$ cat src/rtl/kb_lock_tracker.sv
// Tracks Caps/Num/Scroll lock state from PS/2 scan-code bytes and raises a
// one-cycle LED-update request whenever the lock state needs to be pushed to the keyboard.
module kb_lock_tracker #(
  parameter logic [7:0] CAPS_CODE   = 8'h58,
  parameter logic [7:0] NUM_CODE    = 8'h77,
  parameter logic [7:0] SCROLL_CODE = 8'h7E,
  parameter logic [2:0] INIT_LEDS   = 3'b000,
  parameter bit         INIT_SYNC   = 1'b1
) (
  input  logic       clk,
  input  logic       rst_n,
  input  logic       rx_done_tick,
  input  logic [7:0] rx_data,
  input  logic       led_busy,
  output logic       led_req,
  output logic [2:0] led_val,
  output logic [2:0] lock_state
);

  localparam int unsigned LockW   = 3;
  localparam int unsigned SkipW   = 3;
  localparam logic [SkipW-1:0] SkipLen = SkipW'(7);

  localparam logic [7:0] ByteBrk = 8'hF0;
  localparam logic [7:0] ByteExt = 8'hE0;
  localparam logic [7:0] BytePau = 8'hE1;

  typedef enum logic [2:0] {
    IDLE    = 3'd0,
    BRK     = 3'd1,
    EXT     = 3'd2,
    EXT_BRK = 3'd3,
    SKIP    = 3'd4
  } state_e;

  state_e             state_q, state_d;
  logic [SkipW-1:0]   cnt_q, cnt_d;
  logic [LockW-1:0]   held_q, held_d;
  logic [LockW-1:0]   lock_q, lock_d;
  logic [LockW-1:0]   val_q, val_d;
  logic               pending_q, pending_d;
  logic               guard_q, guard_d;
  logic               req_q, req_d;

  logic [LockW-1:0]   hit;
  logic [LockW-1:0]   toggle;
  logic               is_resp;
  logic               issue;

  // Bit order matches the LED word: {caps, num, scroll}
  assign hit = {rx_data == CAPS_CODE, rx_data == NUM_CODE, rx_data == SCROLL_CODE};

  // Keyboard response / error bytes never count as key events
  assign is_resp = (rx_data == 8'hFA) || (rx_data == 8'hFE) || (rx_data == 8'hAA) ||
                   (rx_data == 8'hEE) || (rx_data == 8'h00) || (rx_data == 8'hFF);

  // Guard masks the cycle(s) before the writer's busy flag becomes visible
  assign issue = pending_q & ~led_busy & ~guard_q;

  always_ff @(posedge clk or negedge rst_n) begin
    if (!rst_n) begin
      state_q   <= IDLE;
      cnt_q     <= '0;
      held_q    <= '0;
      lock_q    <= INIT_LEDS;
      val_q     <= INIT_LEDS;
      pending_q <= INIT_SYNC;
      guard_q   <= 1'b0;
      req_q     <= 1'b0;
    end else begin
      state_q   <= state_d;
      cnt_q     <= cnt_d;
      held_q    <= held_d;
      lock_q    <= lock_d;
      val_q     <= val_d;
      pending_q <= pending_d;
      guard_q   <= guard_d;
      req_q     <= req_d;
    end
  end

  always_comb begin
    state_d = state_q;
    cnt_d   = cnt_q;
    held_d  = held_q;
    toggle  = '0;

    if (rx_done_tick) begin
      unique case (state_q)
        IDLE: begin
          if (rx_data == ByteBrk) begin
            state_d = BRK;
          end else if (rx_data == ByteExt) begin
            state_d = EXT;
          end else if (rx_data == BytePau) begin
            state_d = SKIP;
            cnt_d   = SkipLen;
          end else if (!is_resp) begin
            // Held bits suppress typematic repeats of an already-pressed lock key
            toggle = hit & ~held_q;
            held_d = held_q | hit;
          end
        end
        BRK: begin
          held_d  = held_q & ~hit;
          state_d = IDLE;
        end
        EXT:     state_d = (rx_data == ByteBrk) ? EXT_BRK : IDLE;
        EXT_BRK: state_d = IDLE;
        SKIP: begin
          cnt_d = cnt_q - SkipW'(1);
          if (cnt_q <= SkipW'(1)) begin
            state_d = IDLE;
          end
        end
        default: state_d = IDLE;
      endcase
    end

    lock_d    = lock_q ^ toggle;
    pending_d = (pending_q & ~issue) | (|toggle);
    guard_d   = issue;
    req_d     = issue;
    val_d     = issue ? lock_q : val_q;
  end

  assign led_req    = req_q;
  assign led_val    = val_q;
  assign lock_state = lock_q;

endmodule

$ cat config.mk
export PLATFORM = sky130hd
export DESIGN_NAME = kb_lock_tracker
export DESIGN_NICKNAME = d
export VERILOG_FILES = /design/src/rtl/kb_lock_tracker.sv
export SDC_FILE = /design/constraint.sdc
export NUM_CORES = 1
export LEC_CHECK = 0
export BUFFER_PORTS_ARGS = -buffer_cell sky130_fd_sc_hd__buf_2
export CAP_MARGIN = 10
export CORE_MARGIN = 5
export CORE_UTILIZATION = 42
export CTS_BUF_LIST = sky130_fd_sc_hd__clkbuf_8
export DETAILED_ROUTE_END_ITERATION = 8
export GPL_TIMING_DRIVEN = 0
export SYNTH_ARGS = -nofsm -noshare
export SYNTH_HDL_FRONTEND = slang
export SYNTH_SLANG_ARGS = --single-unit
$ cat constraint.sdc
create_clock -name clk -period 2.1 [get_ports clk]
set_clock_uncertainty 0.15 [all_clocks]
set_input_delay 0.105 -clock clk [delete_from_list [all_inputs] [get_ports clk]]
set_output_delay 0.105 -clock clk [all_outputs]
set_load 0.03 [all_outputs]
# Word-level counts from Yosys, hierarchy flattened
# Index checks and enable logic that the tools add are counted.
# W data, S select, Z words.
# classes
mux	21
n_reduce_logical	13
n_eq_ne	21
n_bitwise	13
n_addsub	1
magnitude_cmp	1
# op_table
op	n
$eq A8 B8 Y1 const B	8
$mux W3	17
$eq A8 B7 Y1 const B	3
$ne A2 B2 Y1 const B	6
$pmux W3 S2	2
$pmux W3 S3	1
$logic_not A8 Y1	1
$and A3 B3 Y3	2
$not A3 Y3	2
$reduce_and A6 Y1	1
$logic_or A1 B1 Y1	5
$reduce_and A5 Y1	1
$ne A4 B4 Y1 const B	1
$reduce_bool A2 Y1	2
$and A1 B1 Y1	3
$eq A3 B1 Y1 const B	1
$eq A3 B2 Y1 const B	1
$eq A3 B3 Y1 const B	1
$le A3 B1 Y1 const B	1
$logic_not A3 Y1	1
$not A1 Y1	3
$or A3 B3 Y3	1
$reduce_and A3 Y1	1
$reduce_or A3 Y1	1
other kinds (4)	4
# word_totals
word_cells	77
out_inout_bits	7
in_bits	12
ff_bits	17

# Longest topological paths before layout
# Gate-level depths: netlist (run 1).
# depth
ltp_word	14
ltp_mapped	7
ltp_nobuf	7

# Worst setup path after synthesis (run 1)
# Ideal clock, no wire load.
# synth_path
kind	reg2reg
startpoint	register state_q[2]
endpoint	register pending_q
arrival_ns	1.318
path_stages_with_launch	6
n_path_buf	1
period_less_slack_ns	1.547
slack_ns	0.553
setup_ns	0.079
cell_sequence	dfrtp_1 > buf_6 > nor3_1 > o221ai_2 > or2_1 > o21ai_0
# synth_between
elab_chain_cells	5
# synth_rtl
item	line	source
start: declaration	36	state_e state_q, state_d;
start signal: assignment	71	state_q <= state_d;
$logic_not A3 Y1	89	unique case (state_q)
$mux W3	89	
$mux W3	88	if (rx_done_tick) begin
$reduce_or A3 Y1	121	pending_d = (pending_q & ~issue) | (|toggle);
$or A1 B1 Y1	121	
net pending_d	41	logic pending_q, pending_d;
end signal: assignment	76	pending_q <= pending_d;
end: declaration	41	
# The timed path passes the listed nets, and every way through them passes these cells.
# A chain may end at the register's enable or synchronous reset.

==> metrics.cfg, run 1 <==
[grt]
first_global_vias=757
grt.total_usage_pct=12.7
overflow=0
grt_pass1_wl_mm=3.28
grt_max_degree=18
antenna_found_initial=0

[sta]
hold_viol=0
setup_viol=0
rsz0062_at_grt=false
worst_pin_slew_ns=0.539
timing.final.crit_share_pct=85.4
final_max_slew_viol_count=0
fin_setup_tns_ns=0
clock.fmax_ghz=0.558
slew_headroom_pct=64.0
finalCriticalPeriod_ns=1.79

[die]
die_h_um=57.7
pin_count=19
die_area_um2=3330
start_util_pct=43.7
die_x_um=57.7
rows=17
core_area_um2=2190

[final_layout]
drive_gt1_share_pct=28.3
final_common_cell=buf_2
nNetsFinal=135
fillers=193
final_cell_mix=buf_2 (17), dfrtp_1 (16), o21ai_0 (13), nand2_1 (7)
antenna_cells=0
syn_to_final_growth_pct=20.5

[logic_synthesis]
synth.yosys.seq_area_share_pct=44.6
synth-edff-count=0
syn_inst=96
yosysWarningCount=0
syn_area_per_cell_um2=9.97
synth_top_area_share_pct=41.8
yosys-top-cells-area=dfrtp_1 (42%), o21ai_0 (6.8%), nor4_2 (3.9%)
yosysTopAreaCell=dfrtp_1
async_flop_share_pct=100
ys_ff_latch=17
syn_area_um2=957
synth_ff_type=dfrtp_1
yosysUniqueCellTypes=32
synth_fp_nets=110

[job]
max_cap_viol_count=0

[pwr]
power_uw=845
irDropWorstVdd_uv=623
p_leak_uw=0.000543
power.density_nw_per_um2=733

[critical_path]
worstSetupPathType=input pin to flip-flop
cp.arrival_ns=1.77
worstPathRequired_ns=2.08
start_kind=input pin
path_max_fanout=9
critPathCaptureType=flip-flop

[routing]
wl_mm=1.91
vias=806
wire_per_inst_um=12.9
detail-route-antenna-nets=0
firstDrtPassIters=4
avgViaCountPerCell=5.45
drc=0
drt-initial-drc-count=22

[place]
dp_hpwl_mm=1.47
port_buffers=17
place.gp.congestion=0.746

[run_status]
status=finished clean

[clocking]
cts_root_buf=clkbuf_8
cts_tree=yes
cts_htree_levels=1
clock_latency_ns=0.25
clk_path_buf_depth=2
cts.clk_slew.worst_paths_ns=0.07
numCtsBuffers=3
cts.sinks=17

[min_path]
hold_path.class=input pin to flip-flop

-- layer usage --
| metal | vias up | track usage (%) | share of wire (%) | wire, um |
|---|---|---|---|---|
| li1 | 410 | - | - | - |
| met1 | 381 | 14.1 | 41 | 793 |
| met2 | 13 | 22.9 | 53 | 1010 |
| met3 | 2 | 4.68 | 5.1 | 97 |
| met4 | 0 | 2.98 | 0.52 | 10 |
| met5 | - | 0 | 0 | 0 |
-- power by group --
group,internal (uW),switching (uW)
combinational,95.8,106
sequential,367,32.3
clock,132,112
-- worst paths after layout --
| check | from | end | slack [ns] | cells past startpoint |
|---|---|---|---|---|
| max | rx_data[4] | flip-flop | 0.31 | 7 |
| min | rx_done_tick | state_q[0] | 0.07 | 3 |
| max reg2reg | state_q[2] | lock_state[0] | 0.39 | 5 |
| min reg2reg | lock_state[0] | lock_state[0] | 0.34 | 1 |
| max in group asynchronous | rst_n | pending_q | 1.34 | 2 |
| min in group asynchronous | rst_n | asynchronous set/reset pin | 0.15 | 2 |
-- area by class of cell --
cell class	instances	area (um2)	share of cell area [%]
Multi-Input combinational cell	72	485	42.1
Sequential cell	17	427	37.0
Timing Repair Buffer	20	115	9.98
Clock buffer	3	41.3	3.58
Tap cell	28	35.0	3.04
Buffer	3	30.0	2.60
Inverter	4	15.0	1.30
Clock inverter	1	5.00	0.434
-- repair_timing --
action,CTS,global route
setup endpoints to repair,0,0
endpoints found under the hold margin,20,0
setup buffers,0,0
hold buffers,3,0
gates resized for setup,0,0
-- cells by family (layout without fill, tap and decap cells) --
| group | Yosys count | in the layout | synth area share (%) |
|---|---|---|---|
| compound gates | 26 | 26 | 18.4 |
| xor+xnor | 3 | 3 | 2.75 |
| fa+ha+maj | 2 | 2 | 2.61 |
| buf+inv | 7 | 31 | 4.71 |
| flops | 17 | 17 | 44.6 |
| mux | 3 | 3 | 3.53 |
| simple gates | 38 | 38 | 23.4 |
-- synthesized netlist by cell type, drive strengths merged, types with 3 or more instances --
| cell | count |
|---|---|
| buf | 3 |
| dfrtp | 16 |
| inv | 4 |
| mux2 | 3 |
| nand2 | 7 |
| nand2b | 4 |
| nand3 | 4 |
| nand4 | 3 |
| nor2 | 4 |
| nor4 | 7 |
| o21ai | 14 |
| or3 | 3 |
| xor2 | 3 |
-- through the flow --
step	hold slack [ns]	util, %	setup WS (ns)	cell area (um2)	std cells
3_5_place_dp	-0.0995	49.2	0.391	1080	141
3_3_place_gp	-0.103	49.2	0.422	1080	141
4_1_cts	0.0777	52.7	0.298	1150	148
6_report	0.0728	52.7	0.306	1150	148
2_1_floorplan	-0.341	-	0.553	957	96
5_1_grt	0.0846	52.7	0.154	1150	148
-- worst max-delay path, stage by stage --
cell	delay [ns]
dlygate4sd3_1	0.55
buf_6	0.14
nor4_1	0.25
a2bb2oi_1	0.12
o221ai_2	0.30
or2_1	0.21
o21ai_0	0.10
Note: power is estimated with default switching activity, not from simulation.
==> inputs of run 2 (changes only) <==
Settings changed: CORE_MARGIN 5 to 8, CTS_BUF_LIST sky130_fd_sc_hd__clkbuf_8 to sky130_fd_sc_hd__clkbuf_16.
==> run 2 against run 1 <==
Clock power is 52% higher. Die area is 22% higher. Combinational power is 2% lower. Sequential cell count stayed put. Non-clock buffer count stayed put. Register-to-register slack worse by 0.03 ns. Final cell count stayed put. Routed wire length is 5.1% higher. Largest power group unchanged.
==> metrics.cfg, run 2 (synthesis results as in run 1) <==
[sta]
final_max_slew_viol_count=0
layout_setup_ws_ns=0.275
fin_setup_tns_ns=0
worst_pin_slew_ns=0.541
timing.final.crit_share_pct=86.9
setup_viol=0
finalCriticalPeriod_ns=1.82
rsz0062_at_grt=false
clock.fmax_ghz=0.548
slew_headroom_pct=63.8
hold_viol=0

[routing]
wire_per_inst_um=13.6
avgViaCountPerCell=5.37
drc=0
vias=795
detail-route-antenna-nets=0
wl_mm=2.01
firstDrtPassIters=3
drt-initial-drc-count=5

[final_layout]
syn_to_final_growth_pct=23.9
ff_latch_area_um2=427
fillers=188
antenna_cells=0
nNetsFinal=135
drive_gt1_share_pct=27.5
final_cell_mix=buf_2 (17), dfrtp_1 (16), o21ai_0 (13), nand2_1 (7), inv_1 (5)
multiInputGateArea_um2=485
final_common_cell=buf_2

[grt]
first_global_vias=791
overflow=0
grt.total_usage_pct=10.1
grt_pass1_wl_mm=3.42
antenna_found_initial=0
grt_max_degree=18

[die]
core_area_um2=2190
die_x_um=63.7
die_h_um=63.7
start_util_pct=43.7
die_area_um2=4060
pin_count=19
rows=17

[clocking]
clock_latency_ns=0.24
numCtsBuffers=3
cts_htree_levels=1
cts_root_buf=clkbuf_16
cts.sinks=17
clk_path_buf_depth=2
cts.clk_slew.worst_paths_ns=0.05
cts_resized=0
cts_tree=yes

[critical_path]
critPathCaptureType=flip-flop
rr_worst_depth=5
start_kind=input pin
worstSetupPathType=input pin to flip-flop
worstPathRequired_ns=2.07
path_max_fanout=9
r2r_setup_slack_ns=0.36
cp.arrival_ns=1.79

[pwr]
seq_power_share_pct=41.4
p_leak_uw=0.000559
irDropWorstVdd_uv=504
comb_power_share_pct=20.4
switching_share_pct=26.0
power.density_nw_per_um2=816
switching_power_uw=252
clkPwrFrac_pct=38.3
internal_power_uw=716

[run_status]
status=finished clean

[place]
place.gp.congestion=0.768
dp_hpwl_mm=1.53
port_buffers=17
dp_slack_ns=0.392

[min_path]
hold_path.class=input pin to flip-flop
whs_path_depth=3

[job]
max_cap_viol_count=0

run 2: cell count changes in the layout (fill, tap and decap cells not counted), sizes merged:
cell    delta
clkinv     -1
inv        +1
run 2: path summary, 6_finish.rpt:
path / startpoint / endpoint
min reg2reg: lock_state[1] / lock_state[1]
min: rx_done_tick / state_q[1]
max: rx_data[4] / flip-flop
max reg2reg: state_q[2] / lock_state[2]
min in group asynchronous: rst_n / asynchronous set/reset pin
max in group asynchronous: rst_n / pending_q
run 2: layout make-up:
class / count / share of cell area (%)
well taps: 28 / 2.95
multi-input cells: 72 / 40.9
repair buffers: 20 / 9.70
clock inverters: 1 / 0.316
plain buffers: 3 / 2.53
flip-flops and latches: 17 / 36.0
clock buffers: 3 / 6.33
inverters: 4 / 1.27
run 2: metrics by stage:
stage	instances	power, uW	util (%)	hold WS (ns)	instance area (um2)
floorplan	96	543	-	-0.341	957
global placement	141	594	49.2	-0.106	1080
detailed placement	141	598	49.2	-0.103	1080
CTS	148	982	54.1	0.0909	1190
global route	148	1030	54.1	0.100	1190
finish	148	967	54.1	0.0955	1190
run 2: worst max-delay path, stage by stage:
cell,delay [ns]
dlygate4sd3_1,0.55
buf_6,0.14
nor4_1,0.26
a2bb2oi_1,0.11
o221ai_2,0.29
or2_1,0.22
o21ai_0,0.12
run 2: power by group through the flow:
stage	Combinational (uW)	Clock, uW	Sequential (uW)
floorplan	131	0	411
global placement	190	0	404
detailed placement	193	0	405
CTS	199	384	400
global route	222	403	405
finish	197	370	400
run 2: per-layer routing:
metal	routed length (um)	global-route usage, %	part of all wire, %
met5	0	0	0
met4	14	3.34	0.70
met3	80	3.66	4.0
met2	1010	18.0	50
met1	904	10.9	45
run 2: what timing repair did:
action | in CTS | in global routing
hold buffers | 3 | 0
hold endpoints to repair | 20 | 0
buffers inserted | 0 | 0
